$ cat src/rtl/appro_mul_err_acc.sv
// -----------------------------------------------------------------------------
// appro_mul_err_acc
//
// Error-characterisation stage placed behind an 8x8 unsigned approximate
// multiplier. Every accepted beat carries the operands and the approximate
// product. The exact product is recomputed here, and error statistics are
// accumulated over a window of num_samples beats. The host derives ER, MED
// and WCE from these statistics.
//
// Optional feature macro: ERR_BIAS_EN adds the signed error sum output
// sum_err, which lets the host compute the mean error (bias).
//
// Ports:
//   clk          clock, rising edge
//   rst          synchronous, active-high reset
//   start        one-cycle pulse that opens a window (accepted in IDLE/DONE)
//   num_samples  window length, latched when start is accepted
//   in_valid     operand/product beat valid
//   in_ready     stage can accept a beat (depends on state and count only)
//   in_a, in_b   operands
//   in_appr      approximate product of in_a and in_b
//   busy         window in progress (RUN or DRAIN)
//   done         statistics final and stable
//   sample_cnt   beats retired in this window (saturating)
//   err_cnt      beats with a nonzero error (saturating)
//   sum_ed       sum of |appr - exact| (saturating)
//   max_ed       largest |appr - exact| seen
//   sum_err      signed sum of (appr - exact), saturating (ERR_BIAS_EN only)
//
// state | meaning
// IDLE  | no window yet, input closed
// RUN   | accepting beats until N have been accepted
// DRAIN | input closed, waiting for the pipeline to retire the last beats
// DONE  | statistics final; start opens a new window
// -----------------------------------------------------------------------------
module appro_mul_err_acc #(
    parameter int WIDTH = 8,
    parameter int CNT_W = 32,
    parameter int ACC_W = 48
) (
    input  logic                   clk,
    input  logic                   rst,
    input  logic                   start,
    input  logic [CNT_W-1:0]       num_samples,
    input  logic                   in_valid,
    output logic                   in_ready,
    input  logic [WIDTH-1:0]       in_a,
    input  logic [WIDTH-1:0]       in_b,
    input  logic [2*WIDTH-1:0]     in_appr,
    output logic                   busy,
    output logic                   done,
    output logic [CNT_W-1:0]       sample_cnt,
    output logic [CNT_W-1:0]       err_cnt,
    output logic [ACC_W-1:0]       sum_ed,
    output logic [2*WIDTH-1:0]     max_ed
`ifdef ERR_BIAS_EN
    ,
    output logic signed [ACC_W-1:0] sum_err
`endif
);

    typedef enum logic [1:0] {ST_IDLE, ST_RUN, ST_DRAIN, ST_DONE} state_t;

    state_t state, state_nxt;

    logic [CNT_W-1:0]   n_reg;
    logic [CNT_W-1:0]   acc_cnt;
    logic               accept;
    logic               last_accept;
    logic               clr_stats;
    logic               ld_n;

    // S1 registers
    logic               v1;
    logic [WIDTH-1:0]   a1, b1;
    logic [2*WIDTH-1:0] appr1;
    logic [2*WIDTH-1:0] exact1;
    logic [2*WIDTH:0]   diff1;
    logic [2*WIDTH-1:0] ed1;

    // S2 registers
    logic               v2;
    logic [2*WIDTH-1:0] ed2;
    logic               neq2;

    logic [ACC_W:0]     sum_ed_ext;

    assign in_ready    = (state == ST_RUN) && (acc_cnt < n_reg);
    assign accept      = in_valid && in_ready;
    // n_reg is never zero in RUN, so n_reg - 1 does not underflow there
    assign last_accept = (acc_cnt == n_reg - CNT_W'(1));
    assign busy        = (state == ST_RUN) || (state == ST_DRAIN);
    assign done        = (state == ST_DONE);

    // Full-width product; the zero-extension keeps the multiply at 2*WIDTH bits
    assign exact1 = {{WIDTH{1'b0}}, a1} * {{WIDTH{1'b0}}, b1};
    // One extra bit so the sign of appr - exact is available for |.| and bias
    assign diff1  = {1'b0, appr1} - {1'b0, exact1};
    assign ed1    = diff1[2*WIDTH] ? (exact1 - appr1) : (appr1 - exact1);

    assign sum_ed_ext = {1'b0, sum_ed} + {{(ACC_W+1-2*WIDTH){1'b0}}, ed2};

`ifdef ERR_BIAS_EN
    logic [2*WIDTH:0]   diff2;
    logic [ACC_W:0]     sum_err_ext;
    assign sum_err_ext = {sum_err[ACC_W-1], sum_err}
                       + {{(ACC_W-2*WIDTH){diff2[2*WIDTH]}}, diff2};
`endif

    always_comb begin
        state_nxt = state;
        clr_stats = 1'b0;
        ld_n      = 1'b0;
        case (state)
            ST_IDLE, ST_DONE: begin
                if (start) begin
                    clr_stats = 1'b1;
                    ld_n      = 1'b1;
                    state_nxt = (num_samples != '0) ? ST_RUN : ST_DONE;
                end
            end
            ST_RUN: begin
                if (accept && last_accept) state_nxt = ST_DRAIN;
            end
            ST_DRAIN: begin
                // An empty S2 means the S3 update of the last beat has landed
                if (!v1 && !v2) state_nxt = ST_DONE;
            end
            default: state_nxt = ST_IDLE;
        endcase
    end

    always_ff @(posedge clk) begin
        if (rst) begin
            state      <= ST_IDLE;
            n_reg      <= '0;
            acc_cnt    <= '0;
            v1         <= 1'b0;
            a1         <= '0;
            b1         <= '0;
            appr1      <= '0;
            v2         <= 1'b0;
            ed2        <= '0;
            neq2       <= 1'b0;
            sample_cnt <= '0;
            err_cnt    <= '0;
            sum_ed     <= '0;
            max_ed     <= '0;
`ifdef ERR_BIAS_EN
            diff2      <= '0;
            sum_err    <= '0;
`endif
        end else begin
            state <= state_nxt;

            if (ld_n) begin
                n_reg   <= num_samples;
                acc_cnt <= '0;
            end else if (accept) begin
                acc_cnt <= acc_cnt + CNT_W'(1);
            end

            v1 <= accept;
            if (accept) begin
                a1    <= in_a;
                b1    <= in_b;
                appr1 <= in_appr;
            end

            v2 <= v1;
            if (v1) begin
                ed2  <= ed1;
                neq2 <= (ed1 != '0);
`ifdef ERR_BIAS_EN
                diff2 <= diff1;
`endif
            end

            if (clr_stats) begin
                sample_cnt <= '0;
                err_cnt    <= '0;
                sum_ed     <= '0;
                max_ed     <= '0;
`ifdef ERR_BIAS_EN
                sum_err    <= '0;
`endif
            end else if (v2) begin
                if (sample_cnt != '1) sample_cnt <= sample_cnt + CNT_W'(1);
                if (neq2 && (err_cnt != '1)) err_cnt <= err_cnt + CNT_W'(1);
                sum_ed <= sum_ed_ext[ACC_W] ? '1 : sum_ed_ext[ACC_W-1:0];
                if (ed2 > max_ed) max_ed <= ed2;
`ifdef ERR_BIAS_EN
                // Sign of the wide sum differs from the narrow one only on overflow
                if (sum_err_ext[ACC_W] != sum_err_ext[ACC_W-1])
                    sum_err <= sum_err_ext[ACC_W] ? {1'b1, {(ACC_W-1){1'b0}}}
                                                  : {1'b0, {(ACC_W-1){1'b1}}};
                else
                    sum_err <= sum_err_ext[ACC_W-1:0];
`endif
            end
        end
    end

endmodule

$ cat config.mk
export PLATFORM = sky130hd
export DESIGN_NAME = appro_mul_err_acc
export DESIGN_NICKNAME = d
export VERILOG_FILES = /design/src/rtl/appro_mul_err_acc.sv
export SDC_FILE = /design/constraint.sdc
export NUM_CORES = 1
export LEC_CHECK = 0
export BUFFER_PORTS_ARGS = -buffer_cell sky130_fd_sc_hd__buf_4
export CAP_MARGIN = 20
export CORE_MARGIN = 2
export CORE_UTILIZATION = 60
export CTS_CLUSTER_DIAMETER = 200
export DETAILED_ROUTE_END_ITERATION = 16
export GPL_TIMING_DRIVEN = 0
export PLACE_DENSITY_LB_ADDON = 0.25
export REMOVE_ABC_BUFFERS = 1
export SYNTH_ARGS = -nofsm -noshare
export SYNTH_HDL_FRONTEND = slang
export SYNTH_SLANG_ARGS = --single-unit
$ cat constraint.sdc
create_clock -name clk -period 9.9 [get_ports clk]
set_clock_uncertainty 0.15 [all_clocks]
set_input_delay 1.485 -clock clk [delete_from_list [all_inputs] [get_ports clk]]
set_output_delay 1.485 -clock clk [all_outputs]
set_load 0.02 [all_outputs]
==> results.py, run 1 <==
metrics = {
    "timing": {
        "max_freq_mhz": 125.0,
        "crit_path_time_final_ns": 7.999,
        "fin_setup_tns_ns": 0,
        "slew_headroom_pct": 33.54,
        "final.period_utilization_pct": 80.80,
        "fin_hold_viols": 0,
        "worst-slew-pin-transition_ns": 0.9946,
        "drv_slew": 0,
        "report.final.setup_viol": 0,
        "setup_repair_after_global_routing_missed_its_margin": "no",
    },
    "routing": {
        "drt-vias-per-instance": 5.814,
        "drt_first_pass_iters": 5,
        "routed_wirelength_um": 42640,
        "detail-route-antenna-nets": 0,
        "dr_total_vias": 15420,
        "route.detailed.wl_per_inst_um": 16.08,
        "drc": 0,
        "drt_iter0_markers": 895,
    },
    "finish": {
        "largest_register": "sum_ed",
        "antenna_cells_inserted": 0,
        "nNetsFinal": 2498,
        "syn_to_final_growth_pct": 17.14,
        "number_of_flip_flops_under_the_largest_register_name": 48,
        "drive_above_1_share_pct": 12.40,
        "post-route-cell-area_um2": 19810,
    },
    "clock_tree": {
        "cts_hold_buf": 0,
        "tritoncts": "built",
        "clkLatencyLatePin_ns": 0.57,
        "cts_made_buffers": 28,
        "h_tree_depth": 1,
        "clk_transition_reported_paths_ns": 0.06,
        "clk_root_buffer_cell": "sky130_fd_sc_hd__clkbuf_16",
        "max_buffers_root_to_sink": 3,
        "post-cts-setup-buffer-count": 0,
        "numClockSinks": 245,
        "ctsResizeCount": 0,
    },
    "yosys": {
        "synth_flop_cell": "sky130_fd_sc_hd__dfxtp_1",
        "warnings_from_yosys": 0,
        "yosys.cell_types.count": 72,
        "yosys_register_bits": 245,
        "synth_enable_flop_cells": 0,
        "asr_flop_ratio_synth_pct": 0,
        "syn_avg_cell_area_um2": 8.048,
        "post_synth_inst_count": 2101,
        "synthesis.area_um2": 16910,
        "synth-seq-area-share_pct": 29.01,
    },
    "status": {
        "outcome": "complete, no violations",
    },
    "floorplan": {
        "fp.dieH_um": 171.9,
        "chip_width_um": 171.9,
        "floorplan.core_area_um2": 27780,
        "initial_core_util_pct": 60.86,
        "fp.dieArea_um2": 29540,
        "boundaryPins": 199,
        "rows": 61,
    },
    "place": {
        "io_buffer_count": 198,
        "place_area_um2": 18670,
        "post-dp-hpwl_um": 31930,
        "gp_congestion": 0.9391,
    },
    "global_route": {
        "overflow": 0,
        "grt_pass1_wl_um": 69780,
        "largest_net_degree_at_the_start_of_global_routing": 88,
        "first_global_vias": 14540,
        "gr-usage-all-layers_pct": 28.30,
        "grt_antenna_before_repair": 0,
    },
    "setup_path": {
        "timing.critical_path.to_type": "register",
        "cp-start-kind": "register",
        "cp_data_arrival_time_ns": 8.27,
        "timing.critical_path.fanout_max": 13,
        "timing_worst_setup_path_type": "register to register",
        "crit_required_ns": 10.17,
    },
    "run": {
        "cap_violations": 0,
    },
    "pwr": {
        "pwr_density_cell_nw_per_um2": 201.5,
        "p_leak_nw": 8.386,
        "peakVddDrop_mv": 0.1580,
    },
    "hold_path": {
        "holdCritPathClass": "register to register",
    },
}
through the flow:
step / utilization (%) / total power, mW / hold slack (ns) / setup slack (ns) / std cells
2_1_floorplan: - / 2.293 / 0.3020 / 2.732 / 2014
3_3_place_gp: 66.74 / 2.723 / 0.3065 / 0.7131 / 2590
3_5_place_dp: 67.21 / 2.788 / 0.3190 / 2.003 / 2595
4_1_cts: 70.97 / 3.940 / 0.3338 / 1.987 / 2647
5_1_grt: 71.29 / 4.211 / 0.3512 / 1.639 / 2652
6_report: 71.29 / 3.990 / 0.3283 / 1.901 / 2652
placed cells by master, fill, tap and decap left out, types with 15 or more instances in the layout:
cell                        synthesis  routed
sky130_fd_sc_hd__and3_1            24      24
sky130_fd_sc_hd__xor2_1            59      59
sky130_fd_sc_hd__a21oi_1          132     132
sky130_fd_sc_hd__inv_1            175     175
sky130_fd_sc_hd__ha_1             139     139
sky130_fd_sc_hd__nor2b_1           15      15
sky130_fd_sc_hd__or3_1             16      16
sky130_fd_sc_hd__nor2_1           221     220
sky130_fd_sc_hd__a31oi_1           28      27
sky130_fd_sc_hd__a21o_1            25      25
sky130_fd_sc_hd__nand3_1           57      56
sky130_fd_sc_hd__nor4_1            48      48
sky130_fd_sc_hd__o21ai_0           67      67
sky130_fd_sc_hd__mux2i_1           64      64
sky130_fd_sc_hd__buf_4              0     198
sky130_fd_sc_hd__nor3_1            53      53
sky130_fd_sc_hd__and2_1            62      62
sky130_fd_sc_hd__dfxtp_1          245     245
sky130_fd_sc_hd__fa_1              39      39
sky130_fd_sc_hd__nand4_1           54      54
sky130_fd_sc_hd__xnor2_1          125     125
sky130_fd_sc_hd__nand2_1          190     190
sky130_fd_sc_hd__a211oi_1          23      22
sky130_fd_sc_hd__clkbuf_16          0      28
synthesized netlist by cell type, drive strengths merged, types with 39 or more instances:
library cell | instances | area [um^2]
a21oi | 132 | 660.6
and2 | 63 | 396.6
clkbuf | 80 | 300.3
dfxtp | 245 | 4905
fa | 39 | 780.8
ha | 139 | 1739
inv | 175 | 656.9
mux2i | 64 | 640.6
nand2 | 190 | 713.2
nand3 | 57 | 285.3
nand4 | 54 | 337.8
nor2 | 221 | 829.6
nor3 | 53 | 265.3
nor4 | 48 | 300.3
o21ai | 68 | 340.3
xnor2 | 125 | 1095
xor2 | 59 | 516.8
worst max-delay path, cell delays in order (launching register included):
cell                       delay, ns
sky130_fd_sc_hd__dfxtp_1        0.39
sky130_fd_sc_hd__and2_1         0.22
sky130_fd_sc_hd__fa_1           0.47
sky130_fd_sc_hd__fa_1           0.56
sky130_fd_sc_hd__inv_1          0.05
sky130_fd_sc_hd__fa_1           0.47
sky130_fd_sc_hd__fa_1           0.54
sky130_fd_sc_hd__inv_1          0.04
sky130_fd_sc_hd__ha_1           0.32
sky130_fd_sc_hd__inv_1          0.08
sky130_fd_sc_hd__nor2_1         0.04
sky130_fd_sc_hd__nor2_1         0.15
sky130_fd_sc_hd__o21bai_1       0.10
sky130_fd_sc_hd__a21oi_1        0.22
sky130_fd_sc_hd__o21bai_1       0.12
sky130_fd_sc_hd__a21oi_1        0.19
sky130_fd_sc_hd__xnor2_1        0.18
sky130_fd_sc_hd__ha_1           0.44
sky130_fd_sc_hd__a21oi_1        0.35
sky130_fd_sc_hd__o21ai_0        0.23
sky130_fd_sc_hd__a211oi_2       0.62
sky130_fd_sc_hd__buf_6          0.24
sky130_fd_sc_hd__a21boi_0       0.11
sky130_fd_sc_hd__o41ai_1        0.72
sky130_fd_sc_hd__nor2_1         0.09
sky130_fd_sc_hd__nor4_1         0.31
sky130_fd_sc_hd__nor4bb_1       0.36
sky130_fd_sc_hd__nor3_1         0.07
metal layers:
layer / up-vias / part of all wire, % / track usage (%)
met2: 484 / 47 / 48.44
met1: 7291 / 44 / 37.28
met4: 0 / 2.8 / 8.476
li1: 7549 / - / -
met5: - / 0 / 0
met3: 96 / 6.1 / 3.754
path summary, 6_finish.rpt:
check / start / end / slack, ns / cells past startpoint
max: a1[1] / neq2 / 1.90 / 27
min: max_ed[15] / max_ed[15] / 0.33 / 2
max reg2reg: a1[1] / neq2 / 1.90 / 27
min reg2reg: max_ed[15] / max_ed[15] / 0.33 / 2
logic make-up after synthesis:
group                    Yosys count  share of synthesized area, %
AO/OA/AOI/OAI                    368                         13.54
XOR/XNOR                         184                         9.531
buffers and inverters            262                         5.824
adder cells (fa/ha/maj)          178                         14.90
AND/OR/NAND/NOR                  799                         23.34
flip-flops                       245                         29.01
multiplexers                      65                         3.855
where the power goes:
part | total, mW | leakage (nW) | internal, mW | switching (mW)
registers | 1.16 | 1.98 | 1.05 | 0.105
logic | 1.68 | 5.89 | 0.666 | 1.02
clock network | 1.15 | 0.510 | 0.716 | 0.431
final cells by class:
class                   instances  area, um^2
well taps                     378       473.0
fillers                      2310        7975
clock inverters                15       260.3
flip-flops and latches        245        4905
multi-input cells            1594       11060
repair buffers                208        1669
clock buffers                  37       784.5
inverters                     175       656.9
Power figures use the tool's default switching activity.
==> run 2: changes to the inputs <==
Settings changed: CORE_UTILIZATION 60 to 54.
Clock period 9.9 ns to 7.2 ns, I/O delays scaled along.
==> run 2 against run 1 <==
Compared with the run above:
- flip-flop and latch count did not move
- maximum frequency rose by 15%
- die area rose by 11%
- largest power group unchanged
- highest routed layer unchanged
==> results.py, run 2 (synthesis results as in run 1) <==
metrics = {
    "finish": {
        "largest_register": "sum_ed",
        "antenna_cells_inserted": 0,
        "post-route-cell-area_um2": 20190,
        "finalCoreUtilization_pct": 65.65,
        "syn_to_final_growth_pct": 19.38,
        "final.fill_count": 2648,
        "multi_input_area_um2": 11350,
        "nNetsFinal": 2509,
        "number_of_flip_flops_under_the_largest_register_name": 48,
        "area_used_by_sequential_logic_in_the_layout_um2": 4940,
        "mostFrequentLayoutCell": "sky130_fd_sc_hd__dfxtp_1",
        "drive_above_1_share_pct": 15.19,
        "mostFrequentLayoutCells": "sky130_fd_sc_hd__dfxtp_1, sky130_fd_sc_hd__nor2_1, sky130_fd_sc_hd__buf_4",
    },
    "floorplan": {
        "initial_core_util_pct": 54.99,
        "rows": 64,
        "chip_width_um": 181.0,
        "fp.dieH_um": 181.0,
        "fp.dieArea_um2": 32740,
        "floorplan.core_area_um2": 30750,
        "boundaryPins": 199,
    },
    "setup_path": {
        "worst_r2r_path_depth": 28,
        "cp_data_arrival_time_ns": 7.19,
        "reg2reg_setup_slack_ns": 0.27,
        "timing.critical_path.fanout_max": 5,
        "reg_to_reg_start": "a1[3]",
        "timing.critical_path.to_type": "register",
        "worst_path_largest_cell_delay_ns": 0.54,
        "cp-start-kind": "register",
        "crit_required_ns": 7.45,
        "worst_r2r_dst": "neq2",
        "timing_worst_setup_path_type": "register to register",
        "critical_path.slowest_cell": "sky130_fd_sc_hd__fa_1",
    },
    "clock_tree": {
        "max_buffers_root_to_sink": 3,
        "cts_hold_buf": 0,
        "numClockSinks": 245,
        "clk_transition_reported_paths_ns": 0.06,
        "clkLatencyLatePin_ns": 0.56,
        "h_tree_depth": 1,
        "tritoncts": "built",
        "cts_made_buffers": 28,
        "clk_root_buffer_cell": "sky130_fd_sc_hd__clkbuf_16",
    },
    "timing": {
        "max_freq_mhz": 144.2,
        "worst-slew-pin-transition_ns": 1.036,
        "report.final.setup_viol": 0,
        "final.hold.worst_slack_ns": 0.3297,
        "slew_headroom_pct": 30.85,
        "crit_path_time_final_ns": 6.934,
        "drv_slew": 0,
        "fin_setup_tns_ns": 0,
        "final.period_utilization_pct": 96.31,
        "fin_hold_viols": 0,
    },
    "place": {
        "io_buffer_count": 198,
        "gp_congestion": 0.9140,
        "post-dp-hpwl_um": 32200,
        "place_area_um2": 18740,
    },
    "hold_path": {
        "hold_depth": 2,
        "timing.hold.worst.start": "max_ed[9]",
        "hold_end": "max_ed[9]",
        "holdCritPathClass": "register to register",
    },
    "global_route": {
        "overflow": 0,
        "first_global_vias": 14590,
        "largest_net_degree_at_the_start_of_global_routing": 88,
        "gr-usage-all-layers_pct": 25.72,
        "grt_antenna_before_repair": 1,
        "grt_pass1_wl_um": 71130,
    },
    "pwr": {
        "p_leak_nw": 8.478,
        "pwr_density_cell_nw_per_um2": 282.4,
        "fin_total_pwr_mw": 5.700,
        "peakVddDrop_mv": 0.2298,
    },
    "routing": {
        "routed_wirelength_um": 43750,
        "drt_first_pass_iters": 5,
        "drc": 0,
        "drt_iter0_markers": 1102,
        "drt-vias-per-instance": 5.755,
        "dr_total_vias": 15430,
        "detail-route-antenna-nets": 0,
        "route.detailed.wl_per_inst_um": 16.32,
    },
    "status": {
        "outcome": "complete, no violations",
    },
    "run": {
        "cap_violations": 0,
    },
}
==> run 2: cell count changes in the layout (fill, tap and decap cells not counted), moves of 8 or more <==
cell,before,now
sky130_fd_sc_hd__ha_1,139,131
sky130_fd_sc_hd__dfxtp_1,245,233
sky130_fd_sc_hd__dfxtp_4,0,8
sky130_fd_sc_hd__buf_4,198,207
==> run 2: worst max path at each step <==
stage / from / to / slack (ns) / cells past startpoint
finish: a1[3] / neq2 / 0.27 / 28
floorplan: a1[1] / neq2 / 0.03 / 26
CTS: a1[1] / neq2 / 0.01 / 26
global route: a1[3] / neq2 / -0.03 / 29
detailed placement: a1[1] / neq2 / -0.69 / 27
global placement: a1[1] / neq2 / -2.04 / 26
==> run 2: worst max-delay path: cells and delay by family (launching register included) <==
kind | cells | cell delay [ns]
flops | 1 | 0.36
xor+xnor | 1 | 0.14
fa+ha+maj | 6 | 2.62
compound gates | 6 | 1.35
simple gates | 11 | 1.81
buf+inv | 4 | 0.37
==> run 2: where the power goes <==
group | internal, mW | switching (mW) | total [mW] | leakage [nW]
registers | 1.45 | 0.148 | 1.60 | 1.99
clock network | 0.881 | 0.596 | 1.48 | 0.475
logic | 1.10 | 1.52 | 2.62 | 6.01
==> run 2: per-stage QoR <==
stage	worst slack, ns	cells
after floorplan	0.03161	2014
final	0.2656	2681
after global routing	-0.03337	2681
after detailed placement	-0.6909	2615
after global placement	-2.039	2608
after CTS	0.01349	2670
==> run 2: repair_timing <==
action | CTS | global route
resized for setup | 14 | 63
cloned | 0 | 2
setup buffers | 3 | 7
setup endpoints to repair | 6 | 8
pin swaps | 1 | 23
==> run 2: cell type report <==
type | instances | area share [%]
Multi-Input combinational cell | 1595 | 56.21
Sequential cell | 245 | 24.47
Timing Repair Buffer | 218 | 8.727
Clock buffer | 38 | 4.103
Inverter | 175 | 3.254
Tap cell | 396 | 2.455
Clock inverter | 14 | 0.7810
==> run 2: metal layers <==
layer,GRT usage (%),wire length [um],vias up
met5,0,0,-
met4,6.732,1069,0
met3,3.306,2615,68
met2,44.06,20570,465
met1,34.29,19490,7307
li1,-,-,7589
